[src/rtl/rf_access_arbiter.sv]
// rf_access_arbiter
// -----------------------------------------------------------------------------
// Sits between the core datapath and registerFile. The core and a debug
// requester share the single write port (Addr3/dataIn/regWrite) and read
// port 1 (Addr1/baseAddr). A debug access runs as a short multi-cycle
// sequence: it waits in PEND until the core leaves the needed port idle,
// then it takes the port and finishes with a one-cycle dbg_ack pulse.
//
// Optional feature, macro RF_ARB_STARVATION_GUARD_EN:
//   When defined, a 3-bit counter tracks denied PEND cycles. When the
//   counter reaches STARVE_LIMIT, the grant is forced and the core is
//   stalled. When undefined, no counter is built and PEND can wait
//   indefinitely.
//
// Handshake: dbg_req is a one-cycle pulse. It is accepted only while
//   dbg_busy=0 (IDLE). dbg_ack marks completion. For reads, dbg_rdata is
//   valid from the ack cycle until the next read captures.
//
// Ports:
//   clk, reset             clock, synchronous active-high reset
//   core_we/waddr/wdata    core writeback request
//   core_raddr1, core_rd1_use  core read port 1 address / use flag
//   core_stall             core must hold its operation this cycle
//   dbg_req/we/addr/wdata  debug request (one transaction at a time)
//   dbg_busy, dbg_ack      sequencer status / completion pulse
//   dbg_rdata              captured debug read data
//   rf_addr1, rf_addr3, rf_data_in, rf_reg_write  to registerFile
//   rf_base_addr           from registerFile (read port 1 data)
//   fsm_state              current sequencer state, for observation
// -----------------------------------------------------------------------------
module rf_access_arbiter #(
    parameter int STARVE_LIMIT = 4
) (
    input  logic        clk,
    input  logic        reset,
    input  logic        core_we,
    input  logic [4:0]  core_waddr,
    input  logic [31:0] core_wdata,
    input  logic [4:0]  core_raddr1,
    input  logic        core_rd1_use,
    output logic        core_stall,
    input  logic        dbg_req,
    input  logic        dbg_we,
    input  logic [4:0]  dbg_addr,
    input  logic [31:0] dbg_wdata,
    output logic        dbg_busy,
    output logic        dbg_ack,
    output logic [31:0] dbg_rdata,
    output logic [4:0]  rf_addr1,
    output logic [4:0]  rf_addr3,
    output logic [31:0] rf_data_in,
    output logic        rf_reg_write,
    input  logic [31:0] rf_base_addr,
    output logic [2:0]  fsm_state
);

    typedef enum logic [2:0] {
        S_IDLE     = 3'd0,
        S_PEND     = 3'd1,
        S_DBG_WR   = 3'd2,
        S_DBG_RD_A = 3'd3,
        S_DBG_RD_B = 3'd4,
        S_DONE     = 3'd5
    } state_t;

    state_t      r_state;
    logic        r_we;
    logic [4:0]  r_addr;
    logic [31:0] r_wdata;
    logic [31:0] r_rdata;
    logic        r_ack;
    logic        r_busy;

    state_t      w_next;
    logic        w_contended;  // core currently wants the port debug needs
    logic        w_force;      // starvation guard overrides the core
    logic        w_grant;

    assign w_contended = r_we ? core_we : core_rd1_use;

`ifdef RF_ARB_STARVATION_GUARD_EN
    logic [2:0] r_cnt;
    assign w_force = (r_cnt == 3'(STARVE_LIMIT));
`else
    logic w_unused_limit;
    assign w_unused_limit = (STARVE_LIMIT != 0);
    assign w_force        = 1'b0;
`endif

    assign w_grant = ~w_contended | w_force;

    always_comb begin
        w_next = r_state;
        case (r_state)
            S_IDLE:     w_next = dbg_req ? S_PEND : S_IDLE;
            S_PEND:     if (w_grant) w_next = r_we ? S_DBG_WR : S_DBG_RD_A;
            S_DBG_WR:   w_next = S_DONE;
            S_DBG_RD_A: w_next = S_DBG_RD_B;
            S_DBG_RD_B: w_next = S_DONE;
            S_DONE:     w_next = S_IDLE;
            default:    w_next = S_IDLE;
        endcase
    end

    // Stall is combinational so the core sees it in the same cycle the
    // port is taken away.
    always_comb begin
        core_stall = 1'b0;
        case (r_state)
            S_PEND:                 core_stall = w_force & w_contended;
            S_DBG_WR:               core_stall = core_we;
            S_DBG_RD_A, S_DBG_RD_B: core_stall = core_rd1_use;
            default:                core_stall = 1'b0;
        endcase
    end

    // Port muxing; regWrite is forced low during reset so an abandoned
    // transaction (or a core write) never lands while reset is asserted.
    always_comb begin
        rf_addr3     = core_waddr;
        rf_data_in   = core_wdata;
        rf_reg_write = core_we & ~core_stall;
        if (r_state == S_DBG_WR) begin
            rf_addr3     = r_addr;
            rf_data_in   = r_wdata;
            rf_reg_write = (r_addr != 5'd0);
        end
        if (reset) rf_reg_write = 1'b0;
    end

    assign rf_addr1 = ((r_state == S_DBG_RD_A) || (r_state == S_DBG_RD_B))
                      ? r_addr : core_raddr1;

    always_ff @(posedge clk) begin
        if (reset) begin
            r_state <= S_IDLE;
            r_we    <= 1'b0;
            r_addr  <= 5'd0;
            r_wdata <= 32'd0;
            r_rdata <= 32'd0;
            r_ack   <= 1'b0;
            r_busy  <= 1'b0;
        end else begin
            r_state <= w_next;
            r_ack   <= (w_next == S_DONE);
            r_busy  <= (w_next != S_IDLE);
            if ((r_state == S_IDLE) && dbg_req) begin
                r_we    <= dbg_we;
                r_addr  <= dbg_addr;
                r_wdata <= dbg_wdata;
            end
            if (r_state == S_DBG_RD_B) r_rdata <= rf_base_addr;
        end
    end

`ifdef RF_ARB_STARVATION_GUARD_EN
    // Saturating denied-cycle counter; cleared when a request is accepted.
    always_ff @(posedge clk) begin
        if (reset) begin
            r_cnt <= 3'd0;
        end else if ((r_state == S_IDLE) && dbg_req) begin
            r_cnt <= 3'd0;
        end else if ((r_state == S_PEND) && !w_grant && !w_force) begin
            r_cnt <= r_cnt + 3'd1;
        end
    end
`endif

    assign dbg_ack   = r_ack;
    assign dbg_busy  = r_busy;
    assign dbg_rdata = r_rdata;
    assign fsm_state = r_state;

endmodule

[config.mk]
export PLATFORM = sky130hd
export DESIGN_NAME = rf_access_arbiter
export DESIGN_NICKNAME = d
export VERILOG_FILES = /design/src/rtl/rf_access_arbiter.sv
export SDC_FILE = /design/constraint.sdc
export NUM_CORES = 1
export LEC_CHECK = 0
export ABC_AREA = 0
export CAP_MARGIN = 10
export CORE_MARGIN = 10
export CORE_UTILIZATION = 39
export CTS_BUF_LIST = sky130_fd_sc_hd__clkbuf_8
export DETAILED_ROUTE_END_ITERATION = 10
export PLACE_DENSITY = 0.83
export SLEW_MARGIN = 15
export SYNTH_ARGS = -nofsm -noshare
export SYNTH_HDL_FRONTEND = slang
export SYNTH_SLANG_ARGS = --single-unit
[constraint.sdc]
create_clock -name clk -period 1.9 [get_ports clk]
set_clock_uncertainty 0.2 [all_clocks]
set_input_delay 0.19 -clock clk [delete_from_list [all_inputs] [get_ports clk]]
set_output_delay 0.19 -clock clk [all_outputs]
set_load 0.05 [all_outputs]
# Word level (Yosys, flattened, before mapping)
# Index checks and enable logic that the tools add are counted.
# Widths: inputs -> output; s select.
[word_totals]
reg_bits = 75
[classes]
eq_ne = 5
mux = 11
n_bitwise = 2
n_reduce_logical = 7
[op_table]
columns = ["op", "count"]
rows = [
  ["$mux 32", 1],
  ["$pmux 3 s4", 1],
  ["$mux 5", 2],
  ["$eq 3x2->1 const B", 2],
  ["$eq 3x3->1 const B", 2],
  ["$mux 1", 5],
  ["$reduce_bool 5->1", 1],
  ["$reduce_or 2->1", 2],
  ["$eq 3x1->1 const B", 1],
  ["$logic_not 3->1", 1],
  ["$mux 3", 1],
  ["$reduce_bool 3->1", 1],
  ["$pmux 1 s2", 1],
  ["$and 1x1->1", 1],
  ["$logic_and 1x1->1", 1],
  ["$logic_or 1x1->1", 1],
  ["$not 1->1", 1],
]

# Logic depth before layout (Yosys ltp)
[logic_depth]
ltp_word = 7
mapped_depth = 6

# Worst setup path before layout
# Ideal clock, no wire load.
[synth_path]
kind = "reg-to-output"
start = "reg r_state[1], in the netlist fsm_state[1]"
end = "out rf_reg_write"
arrival_ps = 2133
required_time_ps = 1510
path_slack_ps = -623
path_stages_with_launch = 5
n_path_buf = 1
cell_sequence = "dfxtp_1 buf_2 o21ai_0 a211o_1 a21oi_1"
[synth_via]
elab_chain_len = 7
word_cells_on_any_way = 9
cone_classes = "eq/ne: 3; mux: 3; bitwise: 2; reduce/logical: 1"
[synth_rtl]
columns = ["element", "line_no", "rtl"]
rows = [
  ["start, declared", "66", "state_t r_state;"],
  ["start signal, assigned", "144", "r_state <= w_next;"],
  ["$eq 3x2->1 / $eq 3x3->1 (equally long branches)", "109", "case (r_state)"],
  ["$reduce_or 2->1", "109", ""],
  ["$pmux 1 s2", "109", ""],
  ["$not 1->1", "122", "rf_reg_write = core_we & ~core_stall;"],
  ["$and 1x1->1", "122", ""],
  ["$mux 1 *", "123", "if (r_state == S_DBG_WR) begin"],
  ["$mux 1 *", "128", "if (reset) rf_reg_write = 1'b0;"],
  ["end, declared", "52", "output logic rf_reg_write,"],
]
# Mark *: on every way between the ends. The rest lies on a longest branch, timed or not.

# Worst setup path after layout
[layout_path]
start = "reg r_state[2], in the netlist fsm_state[2]"
end = "out rf_addr3[1]"
[layout_via]
elab_chain_len = 2
[layout_rtl]
columns = ["element", "line_no", "rtl"]
rows = [
  ["$eq 3x2->1", "123", ""],
  ["$mux 5", "123", ""],
  ["end, declared", "50", "output logic [4:0] rf_addr3,"],
]
# No other way between the ends.

==> flow_metrics.tcl <==
set metrics [dict create \
    synth-seq-cells 75 \
    ys_async_sr_fraction_pct 0 \
    drt_wl_total_mm 12.43 \
    cp.arrival_ps 1770 \
    layout_common_cells "141 x nand2_1, 121 x clkdlybuf4s50_1, 72 x dfxtp_1, 71 x a21oi_1, 31 x buf_4" \
    dr.first_iter.drc_count 120 \
    crit_required_ps 1510 \
    cpPeakStageDelay_ps 370 \
    rows 33 \
    whs_path_depth 2 \
    outcome "finished with violations" \
    rr_worst_depth 6 \
    rrSetupSlack_ps 110 \
    netlist_instances 387 \
    num_antenna_cells 0 \
    core_sq_um 8258 \
    multi_input_area_sq_um 1714 \
    worst_setup_path_end_kind "primary output" \
    ir_drop_v 0.0004414 \
    post-dp-hpwl_mm 8.778 \
    min_path_type "in -> reg" \
    syn_to_final_growth_pct 80.75 \
    maxSlewViolCount 0 \
    synth_flop_cell "dfxtp_1" \
    setup_viol 44 \
    crit_chain "nor3b_4 -> buf_6 -> buf_16 -> mux2_4 -> buf_6" \
    r2r_end "r_wdata[18]" \
    min_from "reset" \
    violations "negative setup slack" \
    min_to "r_wdata[26]" \
    wire_per_inst_microns 17.78 \
    crit_type "reg -> out" \
    regArea_sq_um 1513 \
    die_area_sq_um 12590 \
    antenna_found_initial 0 \
    io_buffer_count 197 \
    synth_nets 504 \
    relSlewSlack_pct 65.22 \
    period_minus_slack_ps 2162 \
    grt_pass1_wl_mm 19.24 \
    slowest_stage "dfxtp_4" \
    setup_ws_ps -261.8 \
    hold_viol_final 0 \
    cp_top_family "buffers and inverters" \
    fillCellCount 582 \
    synth.distinct_cells 28 \
    die_w_microns 112.2 \
    max_freq_mhz 462.6 \
    drt_pass1_iterations 4 \
    fin_nets 706 \
    grt_max_degree 34 \
    r2r-start "fsm_state[1]" \
    cts_inserted_buffers 9 \
    ys_seq_area_share_pct 45.30 \
    grt_pass1_vias 3672 \
    gp_congestion 0.8077 \
    num_vias 3440 \
    hold_slack_ps 33.65 \
    critPathMostFrequentCell "buf_6" \
    root_buffer "clkbuf_8" \
    gr-total-overflow 0 \
    worst-path-buf-inv 3 \
    crit_path_start "fsm_state[2]" \
    drcViolationCount 0 \
    drive_gt1_share_pct 25.76 \
    syn_area_sq_um 3314 \
    rsz0062_at_grt "true" \
    worst_slew_pin_slew_ps 520.9 \
    htree_levels 3 \
    mostFrequentLayoutCell "nand2_1" \
    clock_path_buffers 2 \
    p_leak_nw 2.613 \
    tritoncts "yes" \
    num_io_pins 198 \
    crit_fanout 8 \
    synth_edf_count 0 \
    startpoint_type "register" \
    via_per_inst 4.921 \
    clock_latency_ps 330 \
    clkTransAtPathRegs_ps 80 \
    clkSinkCount 75 \
    power_density_nw_per_um2 738.8 \
    total_power_w 0.004426 \
    die_h_microns 112.2 \
    fin_crit_sh_pct 113.8 \
    postRouteAntennaNets 0 \
    start_util_pct 40.14 \
    synth_area_per_cell_sq_um 8.564 \
    cap_violations 0 \
    grt_usage_pct 18.53 \
    synth_warnings 0 \
]
## logic make-up (layout without fill, tap and decap cells)
kind of cell	count (synthesis)	after routing	share of synthesized area [%]
and+or+nand+nor	157	157	20.05
muxes	42	42	14.27
DFF	75	75	45.30
AOI/OAI and AO/OA	81	81	12.99
buffers and inverters	31	238	7.135
xor gates and xnor gates	1	1	0.2643
## Yosys cell counts, types with 2 or more instances
| master | n | share of area, % |
|---|---|---|
| a211o_1 | 2 | 0.53 |
| a21oi_1 | 72 | 11 |
| buf_2 | 3 | 0.45 |
| buf_4 | 5 | 1.1 |
| buf_6 | 13 | 4.4 |
| clkbuf_1 | 9 | 1.0 |
| dfxtp_1 | 75 | 45 |
| mux2_1 | 2 | 0.68 |
| mux2_2 | 40 | 14 |
| nand2_1 | 141 | 16 |
| nor2_1 | 5 | 0.57 |
| o21ai_0 | 3 | 0.45 |
| or4_1 | 2 | 0.45 |
## power by group
group | internal [W] | leakage (nW) | switching (W) | total, W
Clock | 0.000767 | 0.119 | 0.000566 | 0.00133
Combinational | 0.000664 | 1.88 | 0.000709 | 0.00137
Sequential | 0.00166 | 0.613 | 0.0000600 | 0.00172
## registers in the layout, summed over array words and instances, names as in the netlist
signal	flops
r_wdata	32
dbg_ack	1
r_we	1
dbg_rdata	32
r_addr	5
fsm_state	3
dbg_busy	1
## cell type report
cell class / count / share of cell area (%)
multi-input cells: 281 / 28.61
clock buffers: 10 / 2.297
clock inverters: 6 / 1.358
repair buffers: 221 / 40.23
inverters: 1 / 0.06266
flip-flops and latches: 75 / 25.25
well taps: 105 / 2.193
## worst max path at each step
| stage | endpoint | slack [ps] | depth (start not counted) |
|---|---|---|---|
| after floorplan | rf_addr1[0] | -40 | 4 |
| after global placement | r_wdata[18] | 80 | 5 |
| after detailed placement | rf_addr3[1] | 20 | 4 |
| after CTS | rf_data_in[7] | -290 | 5 |
| after global routing | rf_addr3[1] | -330 | 5 |
| final | rf_addr3[1] | -260 | 5 |
## routing by layer
layer | GRT usage (%) | vias up | wire length [microns]
met5 | 0 | - | 0
met3 | 7.455 | 24 | 1076
met4 | 5.753 | 0 | 308
li1 | - | 1685 | -
met2 | 33.22 | 148 | 6324
met1 | 19.34 | 1583 | 4718
## timing repair
action / 4_1_cts / 5_1_grt
hold buffers: 0 / 0
buffers inserted: 5 / 2
endpoints found under the setup margin: 45 / 57
gates cloned: 3 / 0
pin swaps: 4 / 3
resized for setup: 67 / 60
## through the flow
stage	setup WS, ps	util, %	setup TNS, ps	cells	instance area, sq um
finish	-261.8	72.55	-9698	699	5991
floorplan	-41.79	-	-221.5	387	3336
global route	-329.7	72.55	-12570	699	5991
CTS	-289.3	70.17	-10260	698	5794
global placement	75.13	63.30	0	674	5228
detailed placement	20.36	63.30	0	674	5228
Power figures use the tool's default switching activity.
